## src/rtl/bus_core_pkg.sv

```systemverilog
// Shared opcodes, ALU/branch codes, FSM encoding and branch-condition helper
// for the sequenced bus core.
package bus_core_pkg;

   localparam logic [1:0] OP_IMM = 2'b00;
   localparam logic [1:0] OP_ALU = 2'b01;
   localparam logic [1:0] OP_MOV = 2'b10;
   localparam logic [1:0] OP_BR  = 2'b11;

   localparam logic [2:0] ALU_ADD = 3'd0;
   localparam logic [2:0] ALU_SUB = 3'd1;
   localparam logic [2:0] ALU_AND = 3'd2;
   localparam logic [2:0] ALU_OR  = 3'd3;
   localparam logic [2:0] ALU_XOR = 3'd4;
   localparam logic [2:0] ALU_NOT = 3'd5;
   localparam logic [2:0] ALU_SHL = 3'd6;
   localparam logic [2:0] ALU_SHR = 3'd7;

   localparam logic [2:0] BR_NEVER = 3'd0;
   localparam logic [2:0] BR_EQZ   = 3'd1;
   localparam logic [2:0] BR_LTZ   = 3'd2;
   localparam logic [2:0] BR_LEZ   = 3'd3;
   localparam logic [2:0] BR_ALWAYS = 3'd4;
   localparam logic [2:0] BR_NEZ   = 3'd5;
   localparam logic [2:0] BR_GEZ   = 3'd6;
   localparam logic [2:0] BR_GTZ   = 3'd7;

   localparam logic [2:0] REG_IO  = 3'd7;
   localparam logic [2:0] SRC_HALT = 3'b111;

   typedef enum logic [2:0] {
      ST_IDLE,
      ST_FETCH,
      ST_EXEC,
      ST_IN_WAIT,
      ST_OUT_WAIT,
      ST_HALT
   } state_e;

   function automatic logic br_cond(input logic [2:0] cond, input logic zero, input logic neg);
      logic hold;
      hold = 1'b0;
      case (cond)
         BR_NEVER:  hold = 1'b0;
         BR_EQZ:    hold = zero;
         BR_LTZ:    hold = neg;
         BR_LEZ:    hold = neg | zero;
         BR_ALWAYS: hold = 1'b1;
         BR_NEZ:    hold = ~zero;
         BR_GEZ:    hold = ~neg;
         BR_GTZ:    hold = ~neg & ~zero;
         default:   hold = 1'b0;
      endcase
      return hold;
   endfunction

endpackage

```

## src/rtl/bus_core_alu.sv

```systemverilog
// Combinational ALU: r3 <= f(r1, r2). Results wrap to DATA_W; shifts are logical.
module bus_core_alu
   import bus_core_pkg::*;
#(
   parameter int DATA_W = 8
) (
   input  logic [DATA_W-1:0] a_i,
   input  logic [DATA_W-1:0] b_i,
   input  logic [2:0]        op_i,
   output logic [DATA_W-1:0] res_o
);

   always_comb begin
      res_o = '0;
      case (op_i)
         ALU_ADD: res_o = a_i + b_i;
         ALU_SUB: res_o = a_i - b_i;
         ALU_AND: res_o = a_i & b_i;
         ALU_OR:  res_o = a_i | b_i;
         ALU_XOR: res_o = a_i ^ b_i;
         ALU_NOT: res_o = ~a_i;
         ALU_SHL: res_o = {a_i[DATA_W-2:0], 1'b0};
         ALU_SHR: res_o = {1'b0, a_i[DATA_W-1:1]};
         default: res_o = '0;
      endcase
   end

endmodule

```

## src/rtl/bus_core_seq.sv

```systemverilog
// FETCH/EXEC bus core: 7 GP registers plus r7 as a valid/ready I/O port.
// Two cycles per plain instruction; I/O moves stall until the handshake completes.
module bus_core_seq
   import bus_core_pkg::*;
#(
   parameter int DATA_W = 8,
   parameter int ADDR_W = 8
) (
   input  logic              clk,
   input  logic              rst,
   input  logic              run,
   input  logic              pc_clear,
   output logic              imem_en,
   output logic [ADDR_W-1:0] imem_addr,
   input  logic [7:0]        imem_rdata,
   input  logic [DATA_W-1:0] in_data,
   input  logic              in_valid,
   output logic              in_ready,
   output logic [DATA_W-1:0] out_data,
   output logic              out_valid,
   input  logic              out_ready,
   output logic              halted,
   output logic [ADDR_W-1:0] pc,
   input  logic [2:0]        dbg_sel,
   output logic [DATA_W-1:0] dbg_data
);

   state_e                   state_q, state_d;
   logic [ADDR_W-1:0]        pc_q, pc_d;
   logic [6:0][DATA_W-1:0]   regs_q, regs_d;
   logic [DATA_W-1:0]        out_data_q, out_data_d;
   logic                     out_valid_q, out_valid_d;
   logic [2:0]               dst_q, dst_d;
   logic                     pass_q, pass_d;

   logic [1:0]        op;
   logic [2:0]        src, dst;
   logic [DATA_W-1:0] src_val, alu_res;
   logic [ADDR_W-1:0] pc_inc;
   logic              br_take;

   assign op     = imem_rdata[7:6];
   assign src    = imem_rdata[5:3];
   assign dst    = imem_rdata[2:0];
   assign pc_inc = pc_q + ADDR_W'(1);

   bus_core_alu #(.DATA_W(DATA_W)) u_alu (
      .a_i   (regs_q[1]),
      .b_i   (regs_q[2]),
      .op_i  (imem_rdata[2:0]),
      .res_o (alu_res)
   );

   // r7 reads back as the last value driven onto the output port
   always_comb begin
      src_val  = (src == REG_IO) ? out_data_q : regs_q[src];
      dbg_data = (dbg_sel == REG_IO) ? out_data_q : regs_q[dbg_sel];
   end

   assign br_take = br_cond(imem_rdata[2:0], regs_q[3] == '0, regs_q[3][DATA_W-1]);

   always_comb begin
      state_d     = state_q;
      pc_d        = pc_q;
      regs_d      = regs_q;
      out_data_d  = out_data_q;
      out_valid_d = out_valid_q;
      dst_d       = dst_q;
      pass_d      = pass_q;

      case (state_q)
         ST_IDLE: begin
            if (run) state_d = ST_FETCH;
         end
         ST_FETCH: state_d = ST_EXEC;
         ST_EXEC: begin
            state_d = ST_FETCH;
            pc_d    = pc_inc;
            case (op)
               OP_IMM: regs_d[0] = DATA_W'(imem_rdata[5:0]);
               OP_ALU: regs_d[3] = alu_res;
               OP_MOV: begin
                  if (src == REG_IO) begin
                     dst_d   = dst;
                     pass_d  = (dst == REG_IO);
                     pc_d    = pc_q;
                     state_d = ST_IN_WAIT;
                  end else if (dst == REG_IO) begin
                     out_data_d  = src_val;
                     out_valid_d = 1'b1;
                     pc_d        = pc_q;
                     state_d     = ST_OUT_WAIT;
                  end else begin
                     regs_d[dst] = src_val;
                  end
               end
               default: begin
                  if (src == SRC_HALT) begin
                     pc_d    = pc_q;
                     state_d = ST_HALT;
                  end else if (br_take) begin
                     pc_d = ADDR_W'(regs_q[0]);
                  end
               end
            endcase
         end
         ST_IN_WAIT: begin
            if (in_valid) begin
               if (pass_q) begin
                  out_data_d  = in_data;
                  out_valid_d = 1'b1;
                  state_d     = ST_OUT_WAIT;
               end else begin
                  regs_d[dst_q] = in_data;
                  pc_d          = pc_inc;
                  state_d       = ST_FETCH;
               end
            end
         end
         ST_OUT_WAIT: begin
            if (out_ready) begin
               out_valid_d = 1'b0;
               pc_d        = pc_inc;
               state_d     = ST_FETCH;
            end
         end
         ST_HALT: state_d = ST_HALT;
         default: state_d = ST_IDLE;
      endcase

      // Restart abandons whatever the current instruction was doing
      if (pc_clear) begin
         state_d     = ST_IDLE;
         pc_d        = '0;
         regs_d      = regs_q;
         out_data_d  = out_data_q;
         out_valid_d = 1'b0;
      end
   end

   always_ff @(posedge clk or negedge rst) begin
      if (!rst) begin
         state_q     <= ST_IDLE;
         pc_q        <= '0;
         regs_q      <= '0;
         out_data_q  <= '0;
         out_valid_q <= 1'b0;
         dst_q       <= '0;
         pass_q      <= 1'b0;
      end else begin
         state_q     <= state_d;
         pc_q        <= pc_d;
         regs_q      <= regs_d;
         out_data_q  <= out_data_d;
         out_valid_q <= out_valid_d;
         dst_q       <= dst_d;
         pass_q      <= pass_d;
      end
   end

   assign imem_en   = (state_q == ST_FETCH);
   assign imem_addr = pc_q;
   assign in_ready  = (state_q == ST_IN_WAIT) && in_valid && !pc_clear;
   assign out_data  = out_data_q;
   assign out_valid = out_valid_q;
   assign halted    = (state_q == ST_HALT);
   assign pc        = pc_q;

endmodule
```

## config.mk

```make
export PLATFORM = sky130hd
export DESIGN_NAME = bus_core_seq
export DESIGN_NICKNAME = d
export VERILOG_FILES = /design/src/rtl/bus_core_pkg.sv /design/src/rtl/bus_core_alu.sv /design/src/rtl/bus_core_seq.sv
export SDC_FILE = /design/constraint.sdc
export NUM_CORES = 1
export LEC_CHECK = 0
export BUFFER_PORTS_ARGS = -buffer_cell sky130_fd_sc_hd__buf_2
export CAP_MARGIN = 20
export CORE_MARGIN = 3
export CORE_UTILIZATION = 60
export DETAILED_ROUTE_END_ITERATION = 7
export PLACE_DENSITY_LB_ADDON = 0.08
export RECOVER_POWER = 50
export REMOVE_ABC_BUFFERS = 1
export SKIP_LAST_GASP = 1
export SLEW_MARGIN = 20
export SYNTH_ARGS = -nofsm -noshare
export SYNTH_HDL_FRONTEND = slang
export SYNTH_SLANG_ARGS = --single-unit
export TNS_END_PERCENT = 10
```

## constraint.sdc

```tcl
create_clock -name clk -period 2.9 [get_ports clk]
set_input_delay 0.145 -clock clk [delete_from_list [all_inputs] [get_ports clk]]
set_output_delay 0.145 -clock clk [all_outputs]
set_load 0.02 [all_outputs]
```

# Yosys cells after proc, flatten, opt, wreduce, memory -nomap -nowiden
# Cells that the tools add are included.
# word_totals
output_inout_bits	36
inputBits	25
word_cells	146
register_bits	80
# classes
bitwise_logic	9
add_sub_neg	3
mux	57
eq_ne	38
reduce_logical	20
order_cmp	6
# op_table
cell	n
$mux 56	4
$mux 8	19
$bwmux 56	2
$pmux 56 s2	1
$pmux 8 s2	4
$pmux 8 s8	1
$bmux 8 s3	2
$demux 8 s3	2
$reduce_and 7->1	6
$ne 3x3->1 const B	12
$eq 3x3->1 const B	8
$mux 24	1
$mux 3	8
$pmux 8 s3	1
$pmux 3 s6	1
$lt 3x4->1 const B	4
$mux 16	1
$ne 2x2->1 const B	7
$eq 3x2->1 const B	4
$ne 4x4->1 const B	3
$add 8x1->8 const B	1
$add 8x8->8	1
$and 8x8->8	1
$logic_not 8->1	1
23 further kinds	38

# Logic depth before layout (Yosys ltp)
# logic_depth
ltp_word	9
mapped_depth	14
mapped_depth_nobuf	12

# By module
# A second synthesis with hierarchy kept.
# unflattened
cells_unflattened	770
area_unflattened_um2	7008.0
# by_module_without_submodules
mod	area_each_um2	n_inst	cells_per_inst
bus_core_seq	5799.3	1	605
bus_core_alu	1208.7	1	165

# Worst setup path after synthesis
# No wires, ideal clock.
# synth_path
path_type	input port to flip-flop
start	in imem_rdata[2]
end	reg regs_q[31] (netlist name)
required_ps	2818
path_buffers	3
arrival_time_ps	2764
setup_ps	82
setup_slack_ps	54
stages	14
path_cell_list	clkbuf_1 clkbuf_1 nand2b_1 nand2b_1 clkbuf_1 nor2_1 a21oi_1 ha_1 nor2b_1 o31ai_1 a21oi_1 or3_1 a21o_1 a31oi_1
# synth_between
elab_chain_cells	9
word_cells_on_any_way	21
cone_classes	order compare (2); eq/ne (8); mux (8); reduce/logical (3)
# synth_rtl
item	line_no	source
from (decl)	bus_core_seq.sv:15	input logic [7:0] imem_rdata,
$lt 3x4->1 (implied by the code) / $ge 3x1->1 (equally long branches)	bus_core_seq.sv:94	regs_d[dst] = src_val;
$logic_and 1x1->1 (implied by the code)	bus_core_seq.sv:94	
$mux 8 (implied by the code)	bus_core_seq.sv:94	
$demux 8 s3	bus_core_seq.sv:94	
$bwmux 56	bus_core_seq.sv:94	
$mux 56	bus_core_seq.sv:88	end else if (dst == REG_IO) begin
$mux 56	bus_core_seq.sv:83	if (src == REG_IO) begin
$pmux 8 s2	bus_core_seq.sv:79	case (op)
$pmux 56 s2	bus_core_seq.sv:71	case (state_q)
to (signal assigned)	bus_core_seq.sv:153	regs_q <= regs_d;
to (decl)	bus_core_seq.sv:30	logic [6:0][DATA_W-1:0] regs_q, regs_d;
# Several ways; a longest one is shown, not always the timed one. The select of a mux whose other input is x is not followed.
# A chain may end at the register's enable or synchronous reset.

# Worst setup path in the final report
# layout_path
start	reg regs_q[17] (netlist name)
end	reg regs_q[31] (netlist name)
# layout_between
elab_chain_cells	4
word_cells_on_any_way	5
cone_classes	add/sub (2); mux (3)
# layout_rtl
item	line_no	source
$sub 8x8->8 / $add 8x8->8 (equally long branches)	bus_core_alu.sv:17, bus_core_alu.sv:16	
$pmux 8 s8 *	bus_core_alu.sv:15	case (op_i)
$pmux 8 s2 *	bus_core_seq.sv:79	
$pmux 56 s2 *	bus_core_seq.sv:71	
# Every way passes the cells marked *; elsewhere a longest branch is shown, timed or not.

==> impl_metrics.tcl <==
set metrics [dict create \
    nNetsFinal 880 \
    multi_input_area_mm2 0.004235 \
    drc_errors 0 \
    setup_viol 0 \
    hold_violations 0 \
    ys_top_cells_by_count "nand2_1, dfrtp_1, nor2_1, o21ai_0, a21oi_1" \
    htree_levels 3 \
    initial_utilization_pct 62.96 \
    coreArea_mm2 0.01056 \
    status "finished, violations left" \
    grt_remaining_overflow 0 \
    ys_types 73 \
    fp.dieH_um 111.2 \
    synth_xor_area_share_pct 1.450 \
    ys_ff_latch 80 \
    num_antenna_cells 0 \
    cts_setup_buffers 0 \
    placed_area_mm2 0.007122 \
    violations "capacitance limit, slew limit" \
    finalMaxSlewViolations 81 \
    period_needed_ns 2.647 \
    synth-simple-area-share_pct 19.51 \
    synth_fa_ha_area_share_pct 5.950 \
    wirelength_um 21660 \
    ios 61 \
    fill_cells 862 \
    design_area_mm2 0.007313 \
    fmax_mhz 377.8 \
    async_reset_ff_share_pct 100.0 \
    path_class "register to register" \
    syn_to_final_growth_pct 10.05 \
    min_path_type "primary input to register" \
    insertion_delay_ns 0.38 \
    synthFlopType "dfrtp_1" \
    startpoint_type "register" \
    register_area_mm2 0.002002 \
    cts_tree "done" \
    critPathMaxFanout 6 \
    slew_headroom_pct -39.69 \
    max_stage_delay_ns 0.47 \
    syn-cell-area_mm2 0.006645 \
    critPathBufInv 1 \
    place_ws_ns 0.2057 \
    vdd_ir_drop_max_uv 382.9 \
    crit_arrival_ns 2.95 \
    grt_setup_unrepaired "no" \
    syn_avg_cell_area_um2 8.574 \
    final_core_util_pct 69.29 \
    drt_iter0_markers 987 \
    numClockSinks 80 \
    die-area_mm2 0.01237 \
    setup_slack_ns 0.2528 \
    dp_hpwl_um 15740 \
    ant_nets 0 \
    synth.mux.area_fraction_pct 11.81 \
    io_buffers 60 \
    timing.final.crit_share_pct 91.28 \
    synth_compound_area_share_pct 24.87 \
    drv_cap 1 \
    synth_top_area_share_pct 30.13 \
    synth_area_leaders "dfrtp_1, mux4_2, ha_1, nand2_1, mux2_2" \
    ys_warn_count 0 \
    numCtsBuffers 9 \
    grt_pass1_wl_um 35120 \
    cp_top_family "compound AO/OA/AOI/OAI gates" \
    yosysMostFrequentCell "nand2_1" \
    drtPass1Iterations 6 \
    num_rows 37 \
    grt_start_max_net_pins 81 \
    gp_congestion 0.9613 \
    synth_edf_count 0 \
    fin_skew_ns 0.01146 \
    synth_top_family_by_area "compound AO/OA/AOI/OAI gates" \
    vias 6752 \
    cp.required_ns 3.20 \
    ctsRootBufferMaster "clkbuf_8" \
    yosysSeqAreaShare_pct 30.13 \
    drive_above_1_share_pct 18.70 \
    syn_inst 775 \
    leakage_nw 3.034 \
    cp-end-kind "register" \
    crit_chain "inv_1 -> ha_1 -> a21oi_1 -> ha_1 -> nor2b_1 -> o31ai_2 -> a21oi_1 -> or3_1 -> a21o_1 -> a31oi_1" \
    grt_antenna_before_repair 0 \
    finalPower_mw 4.341 \
    yosysTopAreaCell "dfrtp_1" \
    fin_tns_setup_ns 0 \
    slowest_stage "dfrtp_1" \
    die_w_um 111.2 \
    drt-vias-per-instance 6.997 \
    grt_pass1_vias 6597 \
    clk_pin_slew_worst_paths_ns 0.09 \
    p_per_area_mw_per_mm2 593.6 \
    cts.path.max_buffers 2 \
    routedWlPerCell_um 22.45 \
    tightest_slew_ns 2.095 \
    track_usage_pct 35.21 \
]
## cell families (layout without fill, tap and decap cells)
kind of cell,after synthesis,count (layout)
adder cells (fa/ha/maj),31,31
flip-flops,80,80
AO/OA/AOI/OAI,243,243
AND/OR/NAND/NOR,263,263
XOR/XNOR,11,11
multiplexers,54,54
buffers and inverters,93,147
## layer usage
layer / up-vias / part of all wire (%) / track usage, %
li1: 2980 / - / -
met1: 3266 / 40 / 48.25
met4: 0 / 4.2 / 16.30
met3: 79 / 10 / 5.349
met2: 427 / 45 / 55.05
met5: - / 0 / 0
## area by class of cell
cell class	instances	share of cell area (%)
Clock buffer	9	1.694
Clock inverter	7	1.061
Inverter	29	1.488
Multi-Input combinational cell	602	57.91
Sequential cell	80	27.37
Tap cell	136	2.327
Timing Repair Buffer	102	8.144
## where the power goes
part	total, mW	internal [mW]	switching [mW]
logic	1.79	0.801	0.985
clock network	0.893	0.406	0.488
registers	1.66	1.34	0.324
## timing repair
| item | CTS | global route |
|---|---|---|
| gates resized for setup | 0 | 1 |
| hold endpoints to repair | 55 | 0 |
| hold buffers | 1 | 0 |
| setup endpoints to repair | 0 | 2 |
## cells in the final DEF (no fill, tap or decap), types with 10 or more instances in the layout
cell      instances
nand2_1          94
dfrtp_1          80
nor2_1           65
o21ai_0          54
buf_2            41
buf_4            41
a21oi_1          38
ha_1             30
inv_1            28
mux2_2           25
a31oi_1          19
clkbuf_1         18
mux4_2           17
o22ai_1          16
nand3_1          15
a221oi_1         14
o21a_1           14
nor2b_1          13
mux2i_1          12
o22a_1           12
nor3_1           10
o211ai_1         10
o221ai_1         10
a32oi_1          10
## per-stage QoR
stage	instances	hold WS, ns
after floorplan	711	-0.1506
after global placement	948	0.3912
after detailed placement	948	0.3909
after CTS	965	0.02259
after global routing	965	0.04868
final	965	0.04621
## flip-flops by register name, indices dropped and copies added (netlist names)
register,cells
pass_q,1
regs_q,56
out_valid,1
state_q,3
out_data,8
dst_q,3
imem_addr,8
## path summary, 6_finish.rpt
kind                                        start                     end  slack, ns  cells past startpoint
setup reg to reg           regs_q[17]$_DFFE_PN0P_  regs_q[31]$_DFFE_PN0P_       0.25                     10
hold reg to reg            regs_q[36]$_DFFE_PN0P_  regs_q[36]$_DFFE_PN0P_       0.53                      2
setup / recovery           regs_q[17]$_DFFE_PN0P_  regs_q[31]$_DFFE_PN0P_       0.25                     10
hold / removal                           in_valid  state_q[1]$_DFFE_PN0P_       0.05                      2
max in group asynchronous                     rst  regs_q[49]$_DFFE_PN0P_       0.77                      2
min in group asynchronous                     rst   out_valid$_DFFE_PN0P_       0.91                      2
No activity file was read; power rests on OpenSTA's default activity.
